<file path="config.mk">
export PLATFORM = sky130hd
export DESIGN_NAME = cordic_quadrant_seq_flat
export DESIGN_NICKNAME = d
export VERILOG_FILES = /design/src/rtl/cordic_quadrant_seq_if.sv /design/src/rtl/cordic_quadrant_seq.sv /design/src/flat_wrapper.sv
export SDC_FILE = /design/constraint.sdc
export NUM_CORES = 1
export LEC_CHECK = 0
export ABC_AREA = 1
export ABC_CLOCK_PERIOD_IN_PS = 5100
export BUFFER_PORTS_ARGS = -buffer_cell sky130_fd_sc_hd__buf_2
export CAP_MARGIN = 25
export CORE_AREA = 4 4 96 98
export CTS_BUF_LIST = sky130_fd_sc_hd__clkbuf_8 sky130_fd_sc_hd__clkbuf_16
export CTS_CLUSTER_DIAMETER = 120
export DETAILED_ROUTE_END_ITERATION = 8
export DIE_AREA = 0 0 100 102
export GPL_TIMING_DRIVEN = 0
export PLACE_DENSITY = 0.86
export SLEW_MARGIN = 20
export SYNTH_ARGS = -nofsm -noshare
export SYNTH_HDL_FRONTEND = slang
export SYNTH_SLANG_ARGS = --single-unit
</file>
<file path="constraint.sdc">
create_clock -name clk -period 5.1 [get_ports clk]
set_clock_uncertainty 0.15 [all_clocks]
set_input_delay 1.02 -clock clk [delete_from_list [all_inputs] [get_ports clk]]
set_output_delay 1.02 -clock clk [all_outputs]
set_load 0.05 [all_outputs]
</file>
<file path="src/rtl/cordic_quadrant_seq_if.sv">
// Request, result and CORDIC-core signal bundle for cordic_quadrant_seq.
// The slave modport is the sequencer's view; master is the environment's view.
interface cordic_quadrant_seq_if #(
    parameter int WL = 16
);
    logic          in_valid;
    logic          in_ready;
    logic [WL-1:0] angle_in;
    logic          out_valid;
    logic          out_ready;
    logic [WL-1:0] cos_out;
    logic [WL-1:0] sin_out;
    logic          err;
    logic          core_start;
    logic [WL-1:0] core_angle;
    logic [WL-1:0] core_cos;
    logic [WL-1:0] core_sin;
    logic          core_done;

    modport slave (
        input  in_valid, angle_in, out_ready, core_cos, core_sin, core_done,
        output in_ready, out_valid, cos_out, sin_out, err, core_start, core_angle
    );

    modport master (
        output in_valid, angle_in, out_ready, core_cos, core_sin, core_done,
        input  in_ready, out_valid, cos_out, sin_out, err, core_start, core_angle
    );
endinterface

</file>
<file path="src/rtl/cordic_quadrant_seq.sv">
// Quadrant pre/post-processing sequencer around a CORDIC core: reduces the
// angle into [-pi/2, pi/2], issues the core, and fixes up the cosine sign.
module cordic_quadrant_seq #(
    parameter int WL      = 16,
    parameter int FL_IN   = 13,
    parameter int TIMEOUT = 32
) (
    input  logic                 clk,
    input  logic                 rst_n,
    cordic_quadrant_seq_if.slave bus
);
    localparam int AW = WL + 1;
    localparam int CW = $clog2(TIMEOUT + 1);
    localparam int SH = 14 - FL_IN;

    localparam logic signed [AW-1:0] PI          = AW'(25736);
    localparam logic signed [AW-1:0] HALF_PI     = AW'(12868);
    localparam logic signed [AW-1:0] TWO_PI      = AW'(51472);
    localparam logic signed [AW-1:0] NEG_PI      = -PI;
    localparam logic signed [AW-1:0] NEG_HALF_PI = -HALF_PI;

    localparam logic [WL-1:0] MIN_VAL = {1'b1, {(WL-1){1'b0}}};
    localparam logic [WL-1:0] MAX_VAL = {1'b0, {(WL-1){1'b1}}};

    typedef enum logic [1:0] {IDLE, ISSUE, WAIT, HOLD} state_t;

    state_t          state_q, state_d;
    logic            in_ready_q, in_ready_d;
    logic            out_valid_q, out_valid_d;
    logic            core_start_q, core_start_d;
    logic            err_q, err_d;
    logic [WL-1:0]   cos_q, cos_d;
    logic [WL-1:0]   sin_q, sin_d;
    logic [WL-1:0]   angle_q, angle_d;
    logic            neg_q, neg_d;
    logic [CW-1:0]   cnt_q, cnt_d;
    logic [CW-1:0]   cnt_inc;
    logic            done_prev_q;
    logic            done_rise;

    logic signed [AW-1:0] a_ext, r_red, f_fold, f_sh;
    logic                 neg_fold;

    function automatic logic [WL-1:0] neg_sat(input logic [WL-1:0] v);
        if (v == MIN_VAL) return MAX_VAL;
        return -v;
    endfunction

    // Range reduction then fold into [-pi/2, pi/2]; exact +-pi/2 stays unfolded.
    always_comb begin
        a_ext = AW'($signed(bus.angle_in));
        r_red = a_ext;
        if (a_ext > PI)
            r_red = a_ext - TWO_PI;
        else if (a_ext < NEG_PI)
            r_red = a_ext + TWO_PI;

        f_fold   = r_red;
        neg_fold = 1'b0;
        if (r_red > HALF_PI) begin
            f_fold   = PI - r_red;
            neg_fold = 1'b1;
        end else if (r_red < NEG_HALF_PI) begin
            f_fold   = NEG_PI - r_red;
            neg_fold = 1'b1;
        end
        f_sh = f_fold <<< SH;
    end

    assign done_rise = bus.core_done & ~done_prev_q;
    assign cnt_inc   = cnt_q + CW'(1);

    always_comb begin
        state_d = state_q;
        angle_d = angle_q;
        neg_d   = neg_q;
        cnt_d   = cnt_q;
        cos_d   = cos_q;
        sin_d   = sin_q;
        err_d   = err_q;

        case (state_q)
            IDLE: begin
                if (bus.in_valid && in_ready_q) begin
                    angle_d = f_sh[WL-1:0];
                    neg_d   = neg_fold;
                    state_d = ISSUE;
                end
            end
            ISSUE: begin
                cnt_d   = '0;
                state_d = WAIT;
            end
            WAIT: begin
                if (done_rise) begin
                    cos_d   = neg_q ? neg_sat(bus.core_cos) : bus.core_cos;
                    sin_d   = bus.core_sin;
                    err_d   = 1'b0;
                    state_d = HOLD;
                end else begin
                    cnt_d = cnt_inc;
                    if (cnt_inc == CW'(TIMEOUT)) begin
                        cos_d   = '0;
                        sin_d   = '0;
                        err_d   = 1'b1;
                        state_d = HOLD;
                    end
                end
            end
            HOLD: begin
                if (bus.out_ready) state_d = IDLE;
            end
            default: state_d = IDLE;
        endcase

        // Handshake outputs are registered from the next state so that reset
        // forces them low and in_ready only rises on the first edge after reset.
        in_ready_d   = (state_d == IDLE);
        out_valid_d  = (state_d == HOLD);
        core_start_d = (state_d == ISSUE);
    end

    always_ff @(posedge clk or negedge rst_n) begin
        if (!rst_n) begin
            state_q      <= IDLE;
            in_ready_q   <= 1'b0;
            out_valid_q  <= 1'b0;
            core_start_q <= 1'b0;
            err_q        <= 1'b0;
            cos_q        <= '0;
            sin_q        <= '0;
            angle_q      <= '0;
            neg_q        <= 1'b0;
            cnt_q        <= '0;
            done_prev_q  <= 1'b0;
        end else begin
            state_q      <= state_d;
            in_ready_q   <= in_ready_d;
            out_valid_q  <= out_valid_d;
            core_start_q <= core_start_d;
            err_q        <= err_d;
            cos_q        <= cos_d;
            sin_q        <= sin_d;
            angle_q      <= angle_d;
            neg_q        <= neg_d;
            cnt_q        <= cnt_d;
            done_prev_q  <= bus.core_done;
        end
    end

    assign bus.in_ready   = in_ready_q;
    assign bus.out_valid  = out_valid_q;
    assign bus.core_start = core_start_q;
    assign bus.err        = err_q;
    assign bus.cos_out    = cos_q;
    assign bus.sin_out    = sin_q;
    assign bus.core_angle = angle_q;
endmodule

</file>
<file path="src/flat_wrapper.sv">
// flat-port wrapper written by rule: the top's interface ports become plain ports
module cordic_quadrant_seq_flat 
#(
    parameter int WL      = 16,
    parameter int FL_IN   = 13,
    parameter int TIMEOUT = 32
)
  (clk, rst_n, bus_in_valid, bus_angle_in, bus_out_ready, bus_core_cos, bus_core_sin, bus_core_done, bus_in_ready, bus_out_valid, bus_cos_out, bus_sin_out, bus_err, bus_core_start, bus_core_angle);
  cordic_quadrant_seq_if #(.WL(WL)) bus_i ();
  input  logic clk;
  input  logic rst_n;
  input wire logic [$bits(bus_i.in_valid)-1:0] bus_in_valid;
  input wire logic [$bits(bus_i.angle_in)-1:0] bus_angle_in;
  input wire logic [$bits(bus_i.out_ready)-1:0] bus_out_ready;
  input wire logic [$bits(bus_i.core_cos)-1:0] bus_core_cos;
  input wire logic [$bits(bus_i.core_sin)-1:0] bus_core_sin;
  input wire logic [$bits(bus_i.core_done)-1:0] bus_core_done;
  output wire logic [$bits(bus_i.in_ready)-1:0] bus_in_ready;
  output wire logic [$bits(bus_i.out_valid)-1:0] bus_out_valid;
  output wire logic [$bits(bus_i.cos_out)-1:0] bus_cos_out;
  output wire logic [$bits(bus_i.sin_out)-1:0] bus_sin_out;
  output wire logic [$bits(bus_i.err)-1:0] bus_err;
  output wire logic [$bits(bus_i.core_start)-1:0] bus_core_start;
  output wire logic [$bits(bus_i.core_angle)-1:0] bus_core_angle;
  assign bus_i.in_valid = bus_in_valid;
  assign bus_i.angle_in = bus_angle_in;
  assign bus_i.out_ready = bus_out_ready;
  assign bus_i.core_cos = bus_core_cos;
  assign bus_i.core_sin = bus_core_sin;
  assign bus_i.core_done = bus_core_done;
  assign bus_in_ready = bus_i.in_ready;
  assign bus_out_valid = bus_i.out_valid;
  assign bus_cos_out = bus_i.cos_out;
  assign bus_sin_out = bus_i.sin_out;
  assign bus_err = bus_i.err;
  assign bus_core_start = bus_i.core_start;
  assign bus_core_angle = bus_i.core_angle;
  cordic_quadrant_seq #(.WL(WL), .FL_IN(FL_IN), .TIMEOUT(TIMEOUT)) u_core (.clk(clk), .rst_n(rst_n), .bus(bus_i));
endmodule
</file>
==> impl_metrics.toml, run 1 <==
[drt]
ant_nets = 0
dr.pass1.iters = 5
drt_wl_total_um = 14120
drt_iter0_drc = 367
via_per_inst = 5.632
via_count = 5491
drc = 0
wire_per_inst_um = 14.48

[global_routing]
grt_usage_pct = 27.30
grt-ovfl-total = 0
grt_antenna_before_repair = 0
grt_max_degree = 62
grt_pass1_wl_um = 22900
grt_pass1_vias = 4946

[logic_synthesis]
seq_area_frac_synth_pct = 31.11
yosysWarnings = 0
syn_nets = 812
synth_area_sq_mm = 0.004907
synth.distinct_cells = 37
synth-seq-cells = 61
avgSynthCellArea_sq_um = 6.508
synthCells = 754

[die]
coreArea_sq_mm = 0.008466
dieArea_sq_mm = 0.01020
die_w_um = 100
initial_utilization_pct = 57.97
fp-row-count = 34
ios = 105
die_h_um = 102

[setup_path]
crit_path_max_fanout = 10
cp_data_arrival_time_ps = 3560
criticalPathCategory = "in -> reg"
end_kind = "flop"
crit_chain = "buf_2, ha_1, nand3_1, nand2_1, nand3_2, nand3_4, inv_2, nand2_1, nand2_1, nand2_1, nand2_1, nor2_1, nand3_1, nand3_1, clkinv_1, nand2_2, buf_6, nand2_1, nand2_1, nand2_1, a21oi_1"
worstPathRequired_ps = 5200
crit_top_cell = "nand2_1"
crit_path_max_incr_delay_ps = 270
critPathSlowestCell = "ha_1"
start_kind = "input pin"

[clock_tree]
clockBufferDepth = 2
cts_buffers = 9
path_clk_slew_ps = 80
clock-root-buffer = "clkbuf_8"
cts_tree = "yes"
clk_latency_ps = 330
holdBufCountCts = 0
cts_resized = 0
cts_setup_buffers = 0
cts-htree-levels = 3
clock-sinks = 61

[power_and_ir_drop]
ir_drop_v = 0.0002069
p_leak_nw = 3.120
p_per_area_mw_per_mm2 = 516.6

[sta]
final_max_slew_viol_count = 0
rsz0062_at_grt = "false"
period_share_pct = 67.85
finalSetupTns_ps = 0
final-hold-violation-count = 0
worst_pin_slew_ps = 918.7
slew-limit-headroom_pct = 38.28
setup_viol = 0
fmax_mhz = 289.0
min_period_ps = 3461

[finish]
layout.cells.non_filler = 975
n_antenna_cell = 0
finalCoreUtilization_pct = 67.66
stdcell_area_sq_mm = 0.005728
drive_above_1_share_pct = 20.07
fin_nets = 920
area_growth_pct = 16.73

[place]
placed_area_sq_mm = 0.005530
dp.cells = 959
gp_congestion = 0.9734
io_buffer_count = 97
post-dp-hpwl_um = 10790

[run]
timing.max_cap.violations = 0

[run_status]
status = "finished clean"

[worst_hold_path]
holdCritPathClass = "reg -> reg"
[through the flow]
step	hold WS, ps	power [mW]	worst slack [ps]
final	339.9	2.959	1639
after CTS	341.1	2.958	1687
after global placement	306.2	2.462	1421
after floorplan	321.1	2.095	1986
after global routing	366.8	3.133	1354
after detailed placement	323.1	2.512	1358
[where the power goes]
part	internal, mW	switching [mW]
registers	0.705	0.133
logic	0.435	1.25
clock network	0.227	0.210
total	1.37	1.59
[cell usage after synthesis (all sizes together)]
cell    count  share of area [%]
inv        81                6.2
o22ai       1               0.13
nand2     241                 20
a31oi       1               0.13
a21boi      1               0.15
o211ai      1               0.15
nor3b       1               0.15
ha          5                1.3
clkbuf     12               0.92
xnor2       5               0.89
o21ai      40                4.1
a22o       17                3.0
nand4      18                2.3
nor4        2               0.25
nor2      105                8.7
or2         2               0.25
o31ai       1               0.15
nor3       11                1.2
buf        15                2.4
clkinv      2               0.15
nand3      69                8.2
a21oi      35                3.6
dfrtp      61                 31
conb        1              0.076
xor2       21                3.7
a21o        5               0.76
[cell type report]
type,instances,area (sq um)
Multi-Input combinational cell,583,2905
Fill cell,758,2738
Sequential cell,61,1526
Timing Repair Buffer,97,488.0
Inverter,83,311.5
Buffer,27,163.9
Tap cell,108,135.1
Clock buffer,9,123.9
Clock inverter,7,73.82
[logic make-up (layout without fill, tap and decap cells)]
group | Yosys count | in the layout | share of synthesized area, %
and+or+nand+nor | 449 | 449 | 41.05
buffers and inverters | 110 | 223 | 9.689
AOI/OAI and AO/OA | 102 | 102 | 12.16
DFF | 61 | 61 | 31.11
xor gates and xnor gates | 26 | 26 | 4.641
adders and majority gates | 5 | 5 | 1.275
other | 1 | 1 | 0.07642
[flip-flops by register name (all words and copies together) (netlist names)]
register,count
u_core.bus.cos_out,16
u_core.bus.sin_out,16
u_core.bus.core_angle,15
u_core.cnt_q,6
u_core.state_q,2
u_core.bus.core_start,1
u_core.bus.err,1
u_core.bus.in_ready,1
u_core.bus.out_valid,1
u_core.done_prev_q,1
u_core.neg_q,1
[critical path, delay by kind of cell]
family	cells	cell delay [ps]
AND/OR/NAND/NOR	15	1640
buffers and inverters	4	490
adder cells (fa/ha/maj)	1	270
AO/OA/AOI/OAI	1	130
[worst paths after layout]
check,startpoint,end,slack [ps],cells past startpoint
hold / removal,u_core.bus.cos_out[8],u_core.bus.cos_out[8],340,2
hold reg to reg,u_core.bus.cos_out[8],u_core.bus.cos_out[8],340,2
min in group asynchronous,rst_n,u_core.done_prev_q,600,1
setup reg to reg,u_core.cnt_q[0],u_core.bus.sin_out[15],2660,10
max in group asynchronous,rst_n,u_core.bus.core_angle[11],3710,1
setup / recovery,bus_angle_in[4],u_core.bus.core_angle[5],1640,21
[layer usage]
layer  GRT usage [%]  vias to the layer above  part of all wire [%]
met4           7.979                        0                   2.3
met5               0                        -                     0
li1                -                     2641                     -
met2           47.46                      260                    49
met1           35.97                     2555                    41
met3           3.345                       35                   8.5
[cells in the final DEF, fill, tap and decap left out, drive strengths merged, types with 2 or more instances in the layout]
| master | synthesis | final |
|---|---|---|
| clkinv | 2 | 6 |
| nand4 | 18 | 18 |
| nand2 | 241 | 241 |
| nand3 | 69 | 69 |
| clkbuf | 12 | 21 |
| or2 | 2 | 2 |
| a21oi | 35 | 35 |
| xnor2 | 5 | 5 |
| dfrtp | 61 | 61 |
| o21ai | 40 | 40 |
| nor3 | 11 | 11 |
| nor4 | 2 | 2 |
| ha | 5 | 5 |
| a21o | 5 | 5 |
| a22o | 17 | 17 |
| xor2 | 21 | 21 |
| inv | 81 | 82 |
| nor2 | 105 | 105 |
| buf | 15 | 112 |
Power figures use the tool's default switching activity.
==> run 2: changes to the inputs <==
--- a/config.mk
+++ b/config.mk
@@ -6,16 +6,16 @@
 export NUM_CORES = 1
 export LEC_CHECK = 0
 export ABC_AREA = 1
-export ABC_CLOCK_PERIOD_IN_PS = 5100
+export ABC_CLOCK_PERIOD_IN_PS = 3400
 export BUFFER_PORTS_ARGS = -buffer_cell sky130_fd_sc_hd__buf_2
 export CAP_MARGIN = 25
-export CORE_AREA = 4 4 96 98
+export CORE_AREA = 4 4 99 101
 export CTS_BUF_LIST = sky130_fd_sc_hd__clkbuf_8 sky130_fd_sc_hd__clkbuf_16
 export CTS_CLUSTER_DIAMETER = 120
 export DETAILED_ROUTE_END_ITERATION = 8
-export DIE_AREA = 0 0 100 102
+export DIE_AREA = 0 0 103 105
 export GPL_TIMING_DRIVEN = 0
-export PLACE_DENSITY = 0.86
+export PLACE_DENSITY = 0.81
 export SLEW_MARGIN = 20
 export SYNTH_ARGS = -nofsm -noshare
 export SYNTH_HDL_FRONTEND = slang
==> constraint.sdc (replaced) <==
create_clock -name clk -period 3.4 [get_ports clk]
set_clock_uncertainty 0.15 [all_clocks]
set_input_delay 0.68 -clock clk [delete_from_list [all_inputs] [get_ports clk]]
set_output_delay 0.68 -clock clk [all_outputs]
set_load 0.05 [all_outputs]
==> run 2 against run 1 <==
Net effect: clock power up 46%; via count fell by 2.7%; flip-flop and latch count unchanged; combinational power up 49%; wire length is 2.4% lower; largest power group unchanged; critical path type unchanged; final cell count is 0.31% higher; critical path depth is the same; worst hold slack got worse by 88 ps; sequential power rose by 49%; clock-buffer cell count did not move; register-to-register slack worse by 1600 ps.
==> impl_metrics.toml, run 2 (same netlist as run 1, synthesis figures left out) <==
[die]
die_h_um = 105
initial_utilization_pct = 54.40
dieArea_sq_mm = 0.01082
die_w_um = 103
fp-row-count = 35
coreArea_sq_mm = 0.009021
ios = 105

[clock_tree]
clock-root-buffer = "clkbuf_8"
clockBufferDepth = 2
path_clk_slew_ps = 70
cts-htree-levels = 3
clk_latency_ps = 330
cts_tree = "yes"
holdBufCountCts = 0
cts_buffers = 9
clock-sinks = 61

[setup_path]
critPathSlowestCell = "ha_1"
start_kind = "input pin"
cp_data_arrival_time_ps = 3160
rr_endpoint = "u_core.bus.cos_out[15]"
reg2reg_depth = 11
path_delay_family = "simple AND/OR/NAND/NOR gates"
r2r_start = "u_core.cnt_q[0]"
criticalPathCategory = "in -> reg"
crit_path_max_incr_delay_ps = 270
end_kind = "flop"
crit_top_cell = "nand2_1"
crit_chain = "buf_2, ha_1, nand3_1, nand2_1, nand3_4, nand3_4, inv_2, nand2_1, nand2_1, nand2_1, nand2_1, nor2_1, nand3_1, nand3_1, clkinv_1, nand2_2, buf_6, nand2_1, nand2_1, nand2_1, a21oi_1"
cp.buffers_inverters = 4
worstPathRequired_ps = 3490
reg2reg_slack_ps = 1030
crit_path_max_fanout = 10

[finish]
mostFrequentLayoutCell = "nand2_1"
regArea_sq_mm = 0.001526
area_growth_pct = 16.85
fin_nets = 920
stdcell_area_sq_mm = 0.005734
drive_above_1_share_pct = 19.84
layout.cells.non_filler = 978
n_antenna_cell = 0
fill_cells = 838
most-common-layout-cells = "nand2_1, buf_2, nor2_1"
multi_input_area_sq_mm = 0.002913

[global_routing]
top_usage_layer = "met2"
grt_usage_pct = 25.28
grt_pass1_wl_um = 22580
met2_usage_pct = 42.12
met3_usage_pct = 3.004
grt_pass1_vias = 4968
grt-ovfl-total = 0
grt_max_degree = 62
grt_antenna_before_repair = 0
globalRouteMet1Util_pct = 33.57

[sta]
finalSetupTns_ps = 0
worst_pin_slew_ps = 782.1
period_share_pct = 90.24
final-hold-violation-count = 0
final_max_slew_viol_count = 0
min_period_ps = 3068
slew-limit-headroom_pct = 47.46
fmax_mhz = 325.9
setup_viol = 0
rsz0062_at_grt = "false"

[place]
gp_congestion = 0.9842
placed_area_sq_mm = 0.005534
dp.cells = 962
io_buffer_count = 97
post-dp-hpwl_um = 10600

[power_and_ir_drop]
total_power_mw = 4.395
p_leak_nw = 3.126
ir_drop_v = 0.0003787
p_per_area_mw_per_mm2 = 766.4

[drt]
drt_iter0_drc = 385
dr.pass1.iters = 5
ant_nets = 0
drc = 0
wire_per_inst_um = 14.10
via_per_inst = 5.462
via_count = 5342
drt_wl_total_um = 13790

[worst_hold_path]
holdCritPathClass = "in -> async"

[run]
timing.max_cap.violations = 0

[run_status]
status = "finished clean"
run 2: cell type report:
cell class / count / share of cell area [%]
plain buffers: 27 / 2.858
clock buffers: 9 / 2.160
flip-flops and latches: 61 / 26.62
multi-input cells: 583 / 50.80
well taps: 111 / 2.422
clock inverters: 7 / 1.200
inverters: 83 / 5.433
repair buffers: 97 / 8.510
run 2: worst max-delay path by stage:
stage                          startpoint                         to  slack [ps]  cells after the start
after global routing      bus_angle_in[4]   u_core.bus.core_angle[5]          70                     21
final                     bus_angle_in[4]   u_core.bus.core_angle[5]         330                     21
after detailed placement  bus_angle_in[4]  u_core.bus.core_angle[15]          20                     22
after global placement    bus_angle_in[4]  u_core.bus.core_angle[15]          40                     22
after floorplan           bus_angle_in[4]  u_core.bus.core_angle[15]         630                     21
after CTS                 bus_angle_in[4]   u_core.bus.core_angle[5]         300                     21
run 2: power by group:
group          switching [mW]  internal, mW  leakage [nW]
Clock                   0.302         0.336         0.106
Sequential              0.194          1.06         0.752
Combinational            1.85         0.652          2.27
run 2: per-layer routing:
metal | share of wire, % | wire length [um]
met1 | 42 | 5766
met2 | 48 | 6631
met3 | 7.3 | 1002
met4 | 2.8 | 384
met5 | 0 | 0
run 2: what timing repair did:
action | 4_1_cts | 5_1_grt
endpoints found under the setup margin | 0 | 1
setup buffers | 0 | 0
gates resized for setup | 0 | 1
run 2: per-stage QoR:
step           worst slack [ps]  util, %  hold WS, ps
2_1_floorplan             625.7        -        234.4
3_3_place_gp              42.18    61.32        306.2
3_5_place_dp              23.73    61.35        310.0
4_1_cts                   304.8    63.48        288.8
5_1_grt                   69.96    63.56        316.8
6_report                  331.8    63.56        252.1
run 2: worst register-to-register path, stage by stage, from the launching register on:
cell      delay (ps)
dfrtp_1          410
ha_1             230
nand2_1           70
inv_1             60
nand2_1           70
xor2_1           190
nand3_1           90
o21ai_0          150
nand2_1          250
clkbuf_1         300
nand2_1          140
o21ai_0          100
==> run 3: changes to the inputs <==
--- a/config.mk
+++ b/config.mk
@@ -6,7 +6,7 @@
 export NUM_CORES = 1
 export LEC_CHECK = 0
 export ABC_AREA = 1
-export ABC_CLOCK_PERIOD_IN_PS = 3400
+export ABC_CLOCK_PERIOD_IN_PS = 2900
 export BUFFER_PORTS_ARGS = -buffer_cell sky130_fd_sc_hd__buf_2
 export CAP_MARGIN = 25
 export CORE_AREA = 4 4 99 101
==> constraint.sdc (replaced) <==
create_clock -name clk -period 2.9 [get_ports clk]
set_clock_uncertainty 0.15 [all_clocks]
set_input_delay 0.58 -clock clk [delete_from_list [all_inputs] [get_ports clk]]
set_output_delay 0.58 -clock clk [all_outputs]
set_load 0.05 [all_outputs]
==> run 3 against run 2 <==
Net effect: clock power up 17%; non-clock buffer count up 21; sequential power up 18%; setup slack worse by 270 ps; wire length up 6.0%; sequential share of layout area down 1.8 points; combinational power up 22%; highest routed layer unchanged.
==> impl_metrics.toml, run 3 (same netlist as run 1, synthesis figures left out) <==
[global_routing]
grt_usage_pct = 25.44
grt-ovfl-total = 0
grt_pass1_wl_um = 22760
grt_max_degree = 62
grt_antenna_before_repair = 0
grt_pass1_vias = 5010

[place]
placed_area_sq_mm = 0.005534
dp.cells = 962
post-dp-hpwl_um = 10600
io_buffer_count = 97
place_ws_ps = -376.3
gp_congestion = 0.9842

[setup_path]
worstPathRequired_ps = 3010
reg2reg_slack_ps = 530
criticalPathCategory = "in -> reg"
reg2reg_depth = 11
rr_endpoint = "u_core.bus.cos_out[15]"
end_kind = "flop"
cp_data_arrival_time_ps = 2940
r2r_start = "u_core.cnt_q[0]"
crit_path_max_fanout = 8
start_kind = "input pin"

[drt]
dr.pass1.iters = 6
ant_nets = 0
drc = 0
drt_iter0_drc = 355
drt_wl_total_um = 14620
met1_length_um = 6056
wl_met2_um = 7168
top_layer = "met4"
wl_met3_um = 1030
via_per_inst = 5.573
wire_per_inst_um = 14.63
via_count = 5567

[die]
dieArea_sq_mm = 0.01082
die_w_um = 103
coreArea_sq_mm = 0.009021
die_h_um = 105
initial_utilization_pct = 54.40
fp-row-count = 35
ios = 105

[sta]
rsz0062_at_grt = "true"
holdWs_ps = 148.9
period_share_pct = 97.76
final.setup.worst_slack_ps = 64.89
setup_viol = 0
slew-limit-headroom_pct = 41.45
worst_pin_slew_ps = 871.5
min_period_ps = 2835
final_max_slew_viol_count = 0
fmax_mhz = 352.7
final-hold-violation-count = 0

[clock_tree]
clock-root-buffer = "clkbuf_8"
holdBufCountCts = 0
cts_buffers = 9
cts_tree = "yes"
clk_latency_ps = 330
cts-htree-levels = 3
clock-sinks = 61
clockBufferDepth = 2
path_clk_slew_ps = 80

[power_and_ir_drop]
total_power_mw = 5.274
pwr-share-clk_pct = 14.2
ir_drop_v = 0.0004443
p_sw_mw = 2.811
swShare_pct = 53.30
power.internal_mw = 2.463
p_leak_nw = 3.274
power_frac_comb_pct = 58.0
seqPwrFrac_pct = 27.8
p_per_area_mw_per_mm2 = 859.2

[finish]
area_growth_pct = 25.09
most-common-layout-cells = "nand2_1, buf_2, nor2_1"
drive_above_1_share_pct = 25.68
stdcell_area_sq_mm = 0.006138
layout.cells.non_filler = 999
mostFrequentLayoutCell = "nand2_1"
fin_nets = 941
n_antenna_cell = 0

[run_status]
status = "finished clean"

[worst_hold_path]
holdCritPathClass = "in -> async"

[run]
timing.max_cap.violations = 0
-- run 3: changes by cell type in the layout (fill, tap and decap cells not counted), sizes merged --
cell,before,now
buf,112,131
clkbuf,21,23
-- run 3: per-layer routing --
metal / track usage, % / vias to the layer above
met3: 3.204 / 38
li1: - / 2697
met2: 42.30 / 247
met4: 8.418 / 0
met1: 33.74 / 2585
met5: 0 / -
-- run 3: critical path: stages --
cell and delay, ps:
buf_6 120, ha_4 180, nand3_1 90, nand2_2 80, nand3_4 140, nand3_4 120
buf_12 160, nand2_1 70, nand3_1 130, nand2_4 160, inv_2 100, nand2_1 60
nor2_1 40, nand2_1 80, nand2_1 60, nand2_2 70, nand3_4 180, clkbuf_16 220
o21ai_1 110, inv_1 50, a21oi_1 130
-- run 3: cell type report --
class | instances | area (sq um)
fill | 779 | 2883
clock inverter | 7 | 68.82
inverter | 83 | 314.1
timing repair buffer | 118 | 703.2
multi-input combinational | 583 | 3080
buffer | 27 | 182.7
tap | 111 | 138.9
clock buffer | 9 | 123.9
sequential | 61 | 1526
-- run 3: power by group through the flow --
stage | sequential [mW] | combinational (mW) | clock [mW]
floorplan | 2.61 | 1.07 | 0
global placement | 1.46 | 2.89 | 0
detailed placement | 1.48 | 2.93 | 0
CTS | 1.46 | 2.95 | 0.758
global route | 1.51 | 3.29 | 0.805
finish | 1.47 | 3.06 | 0.749
-- run 3: per-stage QoR --
| stage | setup TNS [ps] | util, % |
|---|---|---|
| 4_1_cts | 0 | 63.74 |
| 3_3_place_gp | -4725 | 61.32 |
| 2_1_floorplan | 0 | - |
| 6_report | 0 | 68.04 |
| 5_1_grt | -679.8 | 68.04 |
| 3_5_place_dp | -5864 | 61.35 |
-- run 3: what timing repair did --
| action | in CTS | in global routing |
|---|---|---|
| buffers inserted | 0 | 18 |
| pin swaps | 2 | 18 |
| endpoints found under the setup margin | 10 | 19 |
| gates cloned | 0 | 3 |
| gates resized for setup | 6 | 56 |
-- run 3: worst max path at each step --
stage | from | end | slack (ps) | cells after the start
floorplan | bus_angle_in[4] | u_core.bus.core_angle[15] | 230 | 21
global placement | bus_angle_in[4] | u_core.bus.core_angle[15] | -360 | 22
detailed placement | bus_angle_in[4] | u_core.bus.core_angle[15] | -380 | 22
CTS | bus_angle_in[4] | u_core.bus.core_angle[5] | 8 | 22
global route | bus_angle_in[4] | u_core.bus.core_angle[8] | -90 | 21
finish | bus_angle_in[4] | u_core.bus.core_angle[7] | 60 | 21
